**src/rtl/nn_neuron_mac.sv**
```systemverilog
// Neuron multiply-accumulate engine: pops packed {weight, activation} Q8.8 words
// from the input FIFO, accumulates them onto a bias, then applies ReLU and Q8.8 saturation.
module nn_neuron_mac #(
  parameter int N_INPUTS = 8,
  parameter int ACC_W    = 40,
  parameter int FRAC     = 8
) (
  input  logic        clk,
  input  logic        rst,
  input  logic        start,
  input  logic [15:0] bias,
  input  logic        relu_en,
  input  logic        fifo_empty,
  output logic        fifo_rd,
  input  logic [31:0] fifo_data,
  output logic        busy,
  output logic        out_valid,
  input  logic        out_ready,
  output logic [15:0] out_data,
  output logic        out_sat
);

  localparam logic [2:0] S_IDLE  = 3'd0;
  localparam logic [2:0] S_FETCH = 3'd1;
  localparam logic [2:0] S_WAIT  = 3'd2;
  localparam logic [2:0] S_ACT   = 3'd3;
  localparam logic [2:0] S_DONE  = 3'd4;

  localparam logic [7:0]              LAST_IDX = 8'(N_INPUTS - 1);
  localparam logic signed [ACC_W-1:0] R_MAX    = ACC_W'(32767);
  localparam logic signed [ACC_W-1:0] R_MIN    = ~R_MAX;

  logic [2:0]              state_q, state_d;
  logic signed [ACC_W-1:0] acc_q, acc_d;
  logic [7:0]              cnt_q, cnt_d;
  logic                    relu_q, relu_d;
  logic [15:0]             out_data_q, out_data_d;
  logic                    out_sat_q, out_sat_d;

  logic signed [ACC_W-1:0] bias_ext;
  logic signed [ACC_W-1:0] prod_ext;
  logic signed [ACC_W-1:0] shifted;
  logic signed [31:0]      w_ext;
  logic signed [31:0]      a_ext;
  logic signed [31:0]      prod;
  logic [15:0]             sat_data;
  logic                    sat_flag;

  assign fifo_rd   = (state_q == S_FETCH) && !fifo_empty;
  assign busy      = (state_q != S_IDLE);
  assign out_valid = (state_q == S_DONE);
  assign out_data  = out_data_q;
  assign out_sat   = out_sat_q;

  // Q8.8 x Q8.8 gives a Q16.16 product; the accumulator keeps 16 fractional bits throughout.
  always_comb begin
    bias_ext = {{(ACC_W-16){bias[15]}}, bias};
    w_ext    = {{16{fifo_data[31]}}, fifo_data[31:16]};
    a_ext    = {{16{fifo_data[15]}}, fifo_data[15:0]};
    prod     = w_ext * a_ext;
    prod_ext = {{(ACC_W-32){prod[31]}}, prod};

    shifted = acc_q >>> FRAC;
    if (relu_q && shifted[ACC_W-1]) begin
      shifted = '0;
    end

    if (shifted > R_MAX) begin
      sat_data = 16'h7FFF;
      sat_flag = 1'b1;
    end else if (shifted < R_MIN) begin
      sat_data = 16'h8000;
      sat_flag = 1'b1;
    end else begin
      sat_data = shifted[15:0];
      sat_flag = 1'b0;
    end
  end

  always_comb begin
    state_d    = state_q;
    acc_d      = acc_q;
    cnt_d      = cnt_q;
    relu_d     = relu_q;
    out_data_d = out_data_q;
    out_sat_d  = out_sat_q;

    case (state_q)
      S_IDLE: begin
        if (start) begin
          acc_d   = bias_ext <<< FRAC;
          cnt_d   = '0;
          relu_d  = relu_en;
          state_d = S_FETCH;
        end
      end
      S_FETCH: begin
        if (fifo_rd) begin
          state_d = S_WAIT;
        end
      end
      S_WAIT: begin
        acc_d   = acc_q + prod_ext;
        cnt_d   = cnt_q + 8'd1;
        state_d = (cnt_q == LAST_IDX) ? S_ACT : S_FETCH;
      end
      S_ACT: begin
        out_data_d = sat_data;
        out_sat_d  = sat_flag;
        state_d    = S_DONE;
      end
      S_DONE: begin
        if (out_ready) begin
          state_d = S_IDLE;
        end
      end
      default: begin
        state_d = S_IDLE;
      end
    endcase
  end

  always_ff @(posedge clk or posedge rst) begin
    if (rst) begin
      state_q    <= S_IDLE;
      acc_q      <= '0;
      cnt_q      <= '0;
      relu_q     <= 1'b0;
      out_data_q <= '0;
      out_sat_q  <= 1'b0;
    end else begin
      state_q    <= state_d;
      acc_q      <= acc_d;
      cnt_q      <= cnt_d;
      relu_q     <= relu_d;
      out_data_q <= out_data_d;
      out_sat_q  <= out_sat_d;
    end
  end

endmodule

```
**config.mk**
```make
export PLATFORM = sky130hd
export DESIGN_NAME = nn_neuron_mac
export DESIGN_NICKNAME = d
export VERILOG_FILES = /design/src/rtl/nn_neuron_mac.sv
export SDC_FILE = /design/constraint.sdc
export NUM_CORES = 1
export LEC_CHECK = 0
export ABC_AREA = 1
export BUFFER_PORTS_ARGS = -buffer_cell sky130_fd_sc_hd__clkbuf_2
export CORE_UTILIZATION = 30
export CTS_BUF_LIST = sky130_fd_sc_hd__clkbuf_4 sky130_fd_sc_hd__clkbuf_8
export CTS_CLUSTER_DIAMETER = 80
export DETAILED_ROUTE_END_ITERATION = 16
export PLACE_DENSITY_LB_ADDON = 0.05
export SYNTH_ARGS = -nofsm -noshare
export SYNTH_HDL_FRONTEND = slang
export SYNTH_SLANG_ARGS = --single-unit
```
**constraint.sdc**
```tcl
create_clock -name clk -period 12.6 [get_ports clk]
set_input_delay 2.52 -clock clk [delete_from_list [all_inputs] [get_ports clk]]
set_output_delay 2.52 -clock clk [all_outputs]
set_load 0.01 [all_outputs]
```
# == After elaboration in Yosys (flattened, before gate mapping) ==
# Cells that the tools add are included.
# op_classes
addsub,2
multipliers,1
div_mod_pow,0
magnitude_cmp,2
eq_ne,8
n_shift,0
n_mux,14
bitwise,0
reduce_logical,9
# ops
op,n
40-bit 2-to-1 mux,2
40-bit case mux with 2 select lines,1
40-bit by 32-bit adder with 40-bit output,1
40-bit by 16-bit greater-than comparator with 1-bit output (second input constant),1
40-bit by 16-bit less-than comparator with 1-bit output (second input constant),1
16-bit by 16-bit multiplier with 32-bit output,1
16-bit 2-to-1 mux,2
8-bit case mux with 2 select lines,1
3-bit case mux with 5 select lines,1
3-bit 2-to-1 mux,3
8-bit by 1-bit adder with 8-bit output (second input constant),1
8-bit by 3-bit == test with 1-bit output (second input constant),1
8-bit 2-to-1 mux,1
3-bit by 2-bit == test with 1-bit output (second input constant),2
2-bit != test (second input constant),2
2-bit AND reduction,2
3-bit by 1-bit == test with 1-bit output (second input constant),1
3-bit == test (second input constant),1
3-bit logical NOT,1
3-bit AND reduction,1
3-bit nonzero test,1
1-bit logical AND,2
1-bit 2-to-1 mux,2
2-bit 2-to-1 mux,1
other kinds (3),3
# word_totals
ff_bits,69
latchBits,0
mem_bits_rw,0
rom_bits,0
input_bits,54
out_inout_bits,20
wordCells,42
n_memories,0

# == Longest topological paths before layout ==
# Gate-level depths: netlist of the first run.
# depth
depth_word,5
mapped_depth,30
mapped_depth_nobuf,28

# == Worst setup path before layout of the first run ==
# OpenSTA, ideal clock, no wires.
# synth_path
path_kind,input to register
startpoint,input port fifo_data[31]
endpoint,register acc_q[39]
setup_time_ns,0.118
t_arrival_ns,7.923
required_ns,12.482
path_slack_ns,4.559
path_stages,24
n_path_buf,2
cell_sequence,buf_2 -> clkbuf_1 -> nand2_1 -> inv_1 -> fa_1 -> fa_1 -> inv_1 -> fa_1 -> fa_1 -> inv_1 -> fa_1 -> inv_1 -> fa_1 -> inv_1 -> ha_1 -> nand2_1 -> nor2_1 -> nand2_1 -> nor2_1 -> nand3b_1 -> nand3_1 -> nand2_1 -> nand3_1 -> nand2_1
# synth_between
elab_chain_cells,3
# synth_rtl
item,line,source
start: declaration,15,"input logic [31:0] fifo_data,"
16-bit by 16-bit multiplier with 32-bit output,60,prod = w_ext * a_ext;
40-bit by 32-bit adder with 40-bit output,103,acc_d = acc_q + prod_ext;
40-bit case mux with 2 select lines,88,case (state_q)
end signal: assignment,126,acc_q <= '0;
end signal: assignment,133,acc_q <= acc_d;
end: declaration,34,"logic signed [ACC_W-1:0] acc_q, acc_d;"
# Every way passes these cells.
# A chain may end at the register's enable or synchronous reset.

# == Final worst setup path of the first run ==
# layout_path
startpoint,input port fifo_data[1]
endpoint,register acc_q[39]
# The elaborated chain is that of the path after synthesis.

==> impl_results.md, run 1 <==
* Fraction of layout cells with a size suffix above 1 at under 10%
* Hold-fix buffers at CTS at 0
* EDFF count, synth at 0
* Cts repair resizes at 0
* Root Buffer: clkbuf_8
* Vias/cell at ~4.4
* Core region area at 55300 um2
* Outcome: completed
* DR vias at 13100
* Worst Hold Depth at 2
* Initial antenna violation count at 0
* Post-synthesis cell type count at 37
* H-tree level count at 3
* Gr usage total at approximately 18%
* Worst-Skew Late Latency at approximately 0.37 ns
* Drt drc at 0
* Sequential area share after synthesis at about 10%
* Detailed Route WL at 49100 um
* Final Slew Violations at 0
* Clock Path Buffers at 2
* Clock Skew at 0.0125 ns
* Most frequent cell after synthesis: inv_1
* Row count at 86
* Initial core utilization at between 30 and 40%
* Num CTS Buffers at 9
* Clock transition at path regs at 0.09 ns
* Clk sink count at 69
* Mapped Cells at 2241
* Leading area contributor after synthesis: fa_1
* Max-Cap Viols at 0
* Die Y at 239 um
* Worst EP required at ~13 ns
* Ports at between 70 and 80
* Final Hold Violating Endpoints at 0
* Die area at 57100 um2
* Worst rel slew slack at 35.4%
* Wire length per cell at 16.3 um
* Die width at 239 um
* F_max at ~120 MHz
* Worst Path Arrival at between 8 and 9 ns
* CTS tree: done
* Fillers at 6148
* Critical Path Sink Type: register
* Nets@finish at around 2800
* Largest net degree at the start of global routing at 70
* RR Endpoint: acc_q[15]
* Crit path kind: input port to register
* P&R area growth vs syn at 7.26%
* GRT overflow at 0
* Final RePlAce weighted congestion at around 0.87
* # setup viols final at 0
* Top post-synthesis cells by count: inv_1 (697), nand2_1 (583), fa_1 (330)
* Syn. warnings at 0
* Mapped Avg Cell Area at 7.52 um2
* Syn_nets at 2741
* Total negative slack at 0 ns
* Reg2reg start: acc_q[13]
* Unrepaired setup endpoints after global routing: false
* Worst-margin pin slew at between 0.9 and 1 ns
* Final Cycle Share at 66.9%
* Number of post-CTS setup repair buffers at 0
* Vias in the first global route at 14300
* Worst hold path type: register to register
* Synth top area share at 39.2%
* Cells taking the most area after synthesis: fa_1 (39%), inv_1 (16%), nand2_1 (13%)
* R2r setup slk at 7.56 ns
* Detailed Route Iter0 Violations at 609
* R2r worst-path depth at 14
* Critical Path Start Type: input port
* Worst-path fanout max at 16
* Worst Hold End: out_data[15]
* Ant. Diodes at 0
* Port Buffers at 73
* Minimum clock period at between 8 and 9 ns
* Yosys reg bits at 69
* Mapped cell area at 16800 um2
* First-pass GRT wire length at 81000 um
* Async S/R FF share, synth at 100%
* Final HPWL DP at ~43000 um
* Hold path start: out_data[15]
* Synth Flop Type: dfrtp_1
* DRT antenna net count at 0
* Initial DRT Pass Iterations at 5
## metal layers
metal	up-vias	wire length (um)	global-route usage, %
met5	-	0	0
met4	0	705	3.05
met3	26	1110	1.45
met2	171	25000	33.1
met1	6527	22300	24.4
li1	6402	-	-
## cells by family after synthesis
logic type	share of synthesized area, %
buffers and inverters	17.5
AOI/OAI and AO/OA	4.22
adders and majority gates	47.8
and+or+nand+nor	19.9
DFF	10.2
xor gates and xnor gates	0.312
## placed cells by master, fill, tap and decap left out, types with 5 or more instances in the layout
cell type	instances
nor3_1	13
inv_1	696
nor2_1	98
clkbuf_2	73
clkbuf_8	9
ha_1	116
xnor2_1	6
o211ai_1	5
inv_2	5
a21oi_1	51
o21bai_1	16
a22o_1	5
nand2_1	583
nand4_1	17
nand3_1	87
fa_1	330
dfrtp_1	69
o21ai_0	35
## sequential cells by signal, indices dropped and copies added, names as in the netlist
| signal | cells |
|---|---|
| out_sat | 1 |
| relu_q | 1 |
| state_q | 3 |
| acc_q | 40 |
| cnt_q | 8 |
| out_data | 16 |
## how the worst max path moves through the flow
stage | from | to | slack (ns) | cells after the start
floorplan | fifo_data[31] | acc_q[39] | 4.56 | 24
global placement | fifo_data[24] | acc_q[15] | 3.81 | 20
detailed placement | fifo_data[1] | acc_q[39] | 3.76 | 23
CTS | fifo_data[1] | acc_q[39] | 4.12 | 23
global route | fifo_data[1] | acc_q[39] | 3.64 | 23
finish | fifo_data[1] | acc_q[39] | 4.17 | 23
## cell type report
class	count	area (um2)	area share (%)
clock inverter	6	87.6	0.485
timing repair buffer	76	388	2.15
multi-input combinational	1394	12200	67.3
clock buffer	10	131	0.727
tap	748	936	5.18
inverter	701	2630	14.6
sequential	69	1730	9.56
## stage by stage
| stage | utilization, % | std cells | hold WS, ns | instance area [um2] | worst slack, ns |
|---|---|---|---|---|---|
| floorplan | - | 2241 | 0.459 | 16800 | 4.56 |
| global placement | 32.3 | 2988 | 0.485 | 17900 | 3.81 |
| detailed placement | 32.3 | 2988 | 0.478 | 17900 | 3.76 |
| CTS | 32.7 | 3004 | 0.510 | 18100 | 4.12 |
| global route | 32.7 | 3004 | 0.532 | 18100 | 3.64 |
| finish | 32.7 | 3004 | 0.504 | 18100 | 4.17 |
## critical path, cell delays in order
cell      delay, ns
clkbuf_2       0.28
nand2_1        0.25
inv_1          0.09
fa_1           0.77
fa_1           0.46
inv_1          0.33
fa_1           0.63
fa_1           0.77
inv_1          0.15
fa_1           0.49
inv_1          0.04
fa_1           0.47
inv_1          0.04
ha_1           0.36
nand2_1        0.12
nor2_1         0.18
nand2_1        0.11
nor2_1         0.15
nand3b_1       0.14
nand3_1        0.12
nand2_1        0.05
nand3_1        0.08
nand2_1        0.06
Power of run 1 is not shown: default switching activity piles up to over one toggle a cycle in this logic, so the estimate is an artifact.
==> run 2, diff against run 1 <==
==> constraint.sdc (replaced) <==
create_clock -name clk -period 6.8 [get_ports clk]
set_input_delay 1.36 -clock clk [delete_from_list [all_inputs] [get_ports clk]]
set_output_delay 1.36 -clock clk [all_outputs]
set_load 0.01 [all_outputs]
==> run 2 against run 1 <==
Register-to-register slack worse by 5.7 ns. Sequential cell count stayed put. Die area stayed put. First-iteration DRC count increased by 8.7%. Critical path depth increased by 1. Clock skew barely moved. Via count grew 3.9%. Clock-buffer cell count shrank 1. Cell count grew 5.4%. Sequential share of layout area shrank 0.69 points.
==> impl_results.md, run 2 (synthesis gave the netlist of run 1 again) <==
* Outcome: completed
* CP Cell Sequence: buf_2 -> nand2_1 -> inv_1 -> fa_1 -> fa_1 -> inv_2 -> buf_4 -> fa_1 -> inv_1 -> fa_1 -> fa_1 -> inv_1 -> fa_1 -> inv_1 -> ha_1 -> nand2_1 -> nor2_1 -> inv_1 -> nor2_1 -> nand3_1 -> nand3_1 -> nand2_1 -> nand3_1 -> nand3_1
* Slowest stage delay, CP at between 0.5 and 0.6 ns
* Gr usage total at 19.1%
* Root Buffer: clkbuf_8
* Fraction of layout cells with a size suffix above 1 at 12.7%
* Critical Path Sink Type: register
* Worst-margin pin slew at about 0.96 ns
* Nets@finish at ~2900
* H-tree level count at 3
* Die area at 57100 um2
* Worst Hold End: out_data[15]
* Most frequent cells in the layout: inv_1 (694), nand2_1 (579), fa_1 (327), buf_4 (161), ha_1 (114)
* Total negative slack at 0 ns
* Worst-Skew Late Latency at 0.37 ns
* # setup viols final at 0
* Detailed Route Iter0 Violations at between 600 and 700
* Fillers at between 6000 and 7000
* F_max at 152 MHz
* Die width at 239 um
* Crit path kind: input port to register
* Drt drc at 0
* Worst Hold Depth at 2
* Initial core utilization at 30.5%
* CTS tree: done
* GRT overflow at 0
* Wire length per cell at 15.9 um
* Vias in the first global route at 15000
* Multi-input logic area at 12300 um2
* Clock transition at path regs at about 0.090 ns
* Delay-heaviest family, CP: adder cells
* Biggest register: acc_q
* Worst-path fanout max at 9
* Clock Path Buffers at 2
* Crit path buf inv count at 8
* P&R area growth vs syn at 15.5%
* DR vias at 13600
* Ports at between 70 and 80
* Reg2reg start: acc_q[15]
* Minimum clock period at 6.57 ns
* RR Endpoint: acc_q[39]
* Worst rel slew slack at 35.9%
* Row count at 86
* Core region area at about 55000 um2
* Max FFs per register at 40
* Die Y at 239 um
* Final Slew Violations at 0
* Max-Cap Viols at 0
* DRT antenna net count at 0
* Final HPWL DP at 45400 um
* Critical Path Start Type: input port
* Clk sink count at 69
* Hold path start: out_data[15]
* Crit path max-delay cell type: fa_1
* Initial DRT Pass Iterations at 5
* R2r worst-path depth at 20
* Largest net degree at the start of global routing at 70
* Worst hold path type: register to register
* Detailed Route WL at 50400 um
* Worst EP required at 7.04 ns
* Final Hold Violating Endpoints at 0
* Final RePlAce weighted congestion at 0.877
* Most used cell, CP: fa_1
* Vias/cell at 4.31
* R2r setup slk at about 1.9 ns
* Seq. cell area at 1730 um2
* Ant. Diodes at 0
* First-pass GRT wire length at 84000 um
* Port Buffers at 73
* Commonest non-fill, non-tap cell in the layout: inv_1
* Clock Skew at 0.0126 ns
* Initial antenna violation count at 0
* Final Cycle Share at 96.6%
* Num CTS Buffers at 9
* Worst Path Arrival at 6.80 ns
==> run 2: worst max path at each step <==
stage,startpoint,depth (start not counted),slack (ns),endpoint
2_1_floorplan,fifo_data[5],24,0.05,acc_q[39]
3_3_place_gp,fifo_data[24],23,-0.38,acc_q[19]
3_5_place_dp,fifo_data[24],23,-0.33,acc_q[19]
4_1_cts,fifo_data[24],23,0.05,acc_q[19]
5_1_grt,fifo_data[4],25,-0.02,acc_q[27]
6_report,fifo_data[2],24,0.23,acc_q[25]
==> run 2: final cells by class <==
cell class	count	share of cell area, %
timing repair buffer	237	8.45
sequential	69	8.87
tap	748	4.81
clock inverter	7	0.746
inverter	701	13.5
clock buffer	9	0.636
multi-input combinational	1394	63.0
==> run 2: through the flow <==
stage / hold WS, ns / utilization (%) / cells / area, um2 / worst slack (ns)
floorplan: 0.459 / - / 2241 / 16800 / 0.0497
global placement: 0.484 / 34.5 / 3149 / 19100 / -0.380
detailed placement: 0.479 / 34.5 / 3149 / 19100 / -0.332
CTS: 0.505 / 35.0 / 3165 / 19400 / 0.0510
global route: 0.530 / 35.2 / 3165 / 19500 / -0.0172
finish: 0.505 / 35.2 / 3165 / 19500 / 0.233
==> run 2: routing by layer <==
layer / wire length, um / global-route usage, % / up-vias
met4: 1000 / 3.83 / 0
met2: 25100 / 33.7 / 150
li1: - / - / 6724
met5: 0 / 0 / -
met1: 23400 / 25.7 / 6736
met3: 969 / 1.37 / 33
==> run 2: worst reg2reg max path: cells and delay by family (launching register included) <==
| kind | cells | cell delay (ns) |
|---|---|---|
| fa+ha+maj | 6 | 2.80 |
| simple gates | 9 | 1.08 |
| buf+inv | 5 | 0.54 |
| flops | 1 | 0.39 |
==> run 2: what timing repair did <==
item,CTS,global route
setup buffers,0,0
gates resized for setup,0,46
endpoints found under the setup margin,0,21
hold buffers,0,0
Power of run 2 is left out for the same reason.
==> run 3, diff against run 2 <==
--- a/config.mk
+++ b/config.mk
@@ -5,13 +5,13 @@
 export SDC_FILE = /design/constraint.sdc
 export NUM_CORES = 1
 export LEC_CHECK = 0
-export ABC_AREA = 1
 export BUFFER_PORTS_ARGS = -buffer_cell sky130_fd_sc_hd__clkbuf_2
-export CORE_UTILIZATION = 30
+export CORE_UTILIZATION = 25
 export CTS_BUF_LIST = sky130_fd_sc_hd__clkbuf_4 sky130_fd_sc_hd__clkbuf_8
 export CTS_CLUSTER_DIAMETER = 80
 export DETAILED_ROUTE_END_ITERATION = 16
 export PLACE_DENSITY_LB_ADDON = 0.05
+export REMOVE_ABC_BUFFERS = 1
 export SYNTH_ARGS = -nofsm -noshare
 export SYNTH_HDL_FRONTEND = slang
 export SYNTH_SLANG_ARGS = --single-unit
==> run 3 against run 2 <==
The flow now finishes with violations (setup timing). Wire length fell by 3.2%. Clock skew is 0.0040 ns higher. Synthesized cell count decreased by 26%. Die area up 8.8%. Utilization down 2.6 points. Register-to-register slack got worse by 0.69 ns. Critical path type unchanged. Maximum frequency decreased by 5.5%. Non-clock buffer count is 84 higher. Sequential share of layout area down 0.083 points. Sequential cell count unchanged. Highest routed layer unchanged. Worst setup slack got worse by 0.38 ns. Final area is 0.94% higher.
==> impl_results.md, run 3 <==
* Outcome: finished, violations left
* Failing checks: setup timing
* Vias/cell at 4.36
* DR vias at 11800
* DRT antenna net count at 0
* Die area at roughly 62000 um2
* First-pass GRT wire length at between 70000 and 80000 um
* Mapped cell area at around 15000 um2
* Post-synthesis cell type count at 61
* Critical Path Sink Type: register
* Detailed Route Iter0 Violations at between 300 and 400
* Max-Cap Viols at 0
* Crit path kind: input port to register
* Clock Skew at between 0.015 and 0.02 ns
* Nets@finish at approximately 2400
* Worst-path fanout max at 10
* Worst EP required at 7.12 ns
* Ant. Diodes at 0
* Ports at 74
* Most frequent cells in the layout: inv_1 (388), fa_1 (312), buf_4 (218), nand2_1 (168), and2_1 (107)
* Row count at 90
* Core region area at between 60000 and 70000 um2
* Gr usage total at 16.6%
* # setup viols final at 7
* Mapped Cells at 1659
* Unrepaired setup endpoints after global routing: true
* H-tree level count at 3
* Mapped Avg Cell Area at 9.22 um2
* CTS tree: done
* Minimum clock period at 6.95 ns
* Worst rel slew slack at between 20% and 30%
* Worst-margin pin slew at 1.06 ns
* Hold-fix buffers at CTS at 0
* Synth top area share at 43.2%
* Worst Path Arrival at 7.26 ns
* Initial DRT Pass Iterations at 5
* Biggest register: acc_q
* Fillers at 6488
* Detailed Route WL at 48800 um
* Sequential area share after synthesis at 11.3%
* P&R area growth vs syn at 28.5%
* Clk sink count at 69
* GRT overflow at 0
* Seq. cell area at 1730 um2
* Final Slew Violations at 0
* Port Buffers at between 70 and 80
* Initial antenna violation count at 0
* Root Buffer: clkbuf_8
* Most frequent cell after synthesis: inv_1
* Leading area contributor after synthesis: fa_1
* Fraction of layout cells with a size suffix above 1 at 25.6%
* Total negative slack at -0.784 ns
* Final HPWL DP at 42600 um
* Min Hold Slack at ~0.50 ns
* Die Y at 249 um
* Wire length per cell at 18.0 um
* Yosys reg bits at 69
* Max FFs per register at 40
* Final RePlAce weighted congestion at 0.833
* Cells taking the most area after synthesis: fa_1 (43%), dfrtp_1 (11%), inv_1 (10%)
* F_max at 144 MHz
* Final Cycle Share at 102%
* Clock transition at path regs at 0.09 ns
* Worst hold path type: register to register
* Worst Hold Depth at 1
* Async S/R FF share, synth at 100%
* Vias in the first global route at 13300
* R2r worst-path depth at 20
* Num CTS Buffers at 9
* Worst-Skew Late Latency at 0.38 ns
* Die width at ~250 um
* EDFF count, synth at 0
* Initial core utilization at 25.3%
* Synth Flop Type: dfrtp_1
* Clock Path Buffers at 2
* Top post-synthesis cells by count: inv_1 (413), fa_1 (330), nand2_1 (179)
* Syn. warnings at 0
* Critical Path Start Type: input port
* Fin worst setup slack at -0.147 ns
* Commonest non-fill, non-tap cell in the layout: inv_1
* Largest net degree at the start of global routing at 70
* Multi-input logic area at approximately 13000 um2
* Drt drc at 0
* Final Hold Violating Endpoints at 0
[run 3: cell families after synthesis]
group / share of synthesized area (%)
buffers and inverters: 11.6
adder cells (fa/ha/maj): 52.7
AND/OR/NAND/NOR: 13.8
AO/OA/AOI/OAI: 8.34
flip-flops: 11.3
XOR/XNOR: 2.00
multiplexers: 0.262
[run 3: metrics by stage]
stage,instances,util [%],area (um2),worst slack (ns)
global route,2717,32.6,19700,-0.337
floorplan,1598,-,15100,-0.370
finish,2717,32.6,19700,-0.147
detailed placement,2674,30.0,18100,-1.04
global placement,2674,30.0,18100,-1.08
CTS,2704,31.7,19100,-0.192
[run 3: layer usage]
metal  track usage (%)  vias to the layer above  routed length [um]
li1                  -                     5568                   -
met1              23.1                     6148               23400
met2              28.5                      108               24000
met3              1.76                       25                1030
met4              1.62                        0                 419
met5                 0                        -                   0
[run 3: timing repair]
action / CTS / global route
setup buffers: 14 / 15
resized for setup: 162 / 103
setup endpoints to repair: 16 / 19
pin swaps: 72 / 68
[run 3: critical path, stage by stage]
cell	delay [ns]
clkbuf_16	0.15
buf_4	0.14
and2_1	0.14
fa_1	0.50
fa_1	0.53
fa_1	0.55
fa_2	0.47
fa_1	0.51
inv_1	0.05
fa_1	0.50
inv_2	0.05
ha_4	0.27
nand4_1	0.21
buf_4	0.21
a211oi_2	0.17
o2111ai_2	0.20
a21o_1	0.22
nor2b_4	0.13
o21ai_4	0.18
a21oi_4	0.10
or4b_1	0.50
nand3_1	0.08
[run 3: final timing paths]
check	from	slack [ns]	to
worst max-delay path	fifo_data[19]	-0.15	acc_q[34]
worst min-delay path	cnt_q[7]	0.50	cnt_q[7]
worst max register to register	acc_q[15]	1.21	acc_q[34]
worst min register to register	cnt_q[7]	0.50	cnt_q[7]
max in group asynchronous	rst	4.81	out_data[11]
min in group asynchronous	rst	1.26	out_data[0]
[run 3: cell type report]
class                           instances  share of cell area, %
Multi-Input combinational cell       1116                   63.7
Timing Repair Buffer                  321                   13.5
Sequential cell                        69                   8.79
Inverter                              413                   7.95
Tap cell                              782                   4.98
Clock buffer                           10                  0.700
Clock inverter                          6                  0.439
Power of run 3 is left out for the same reason.
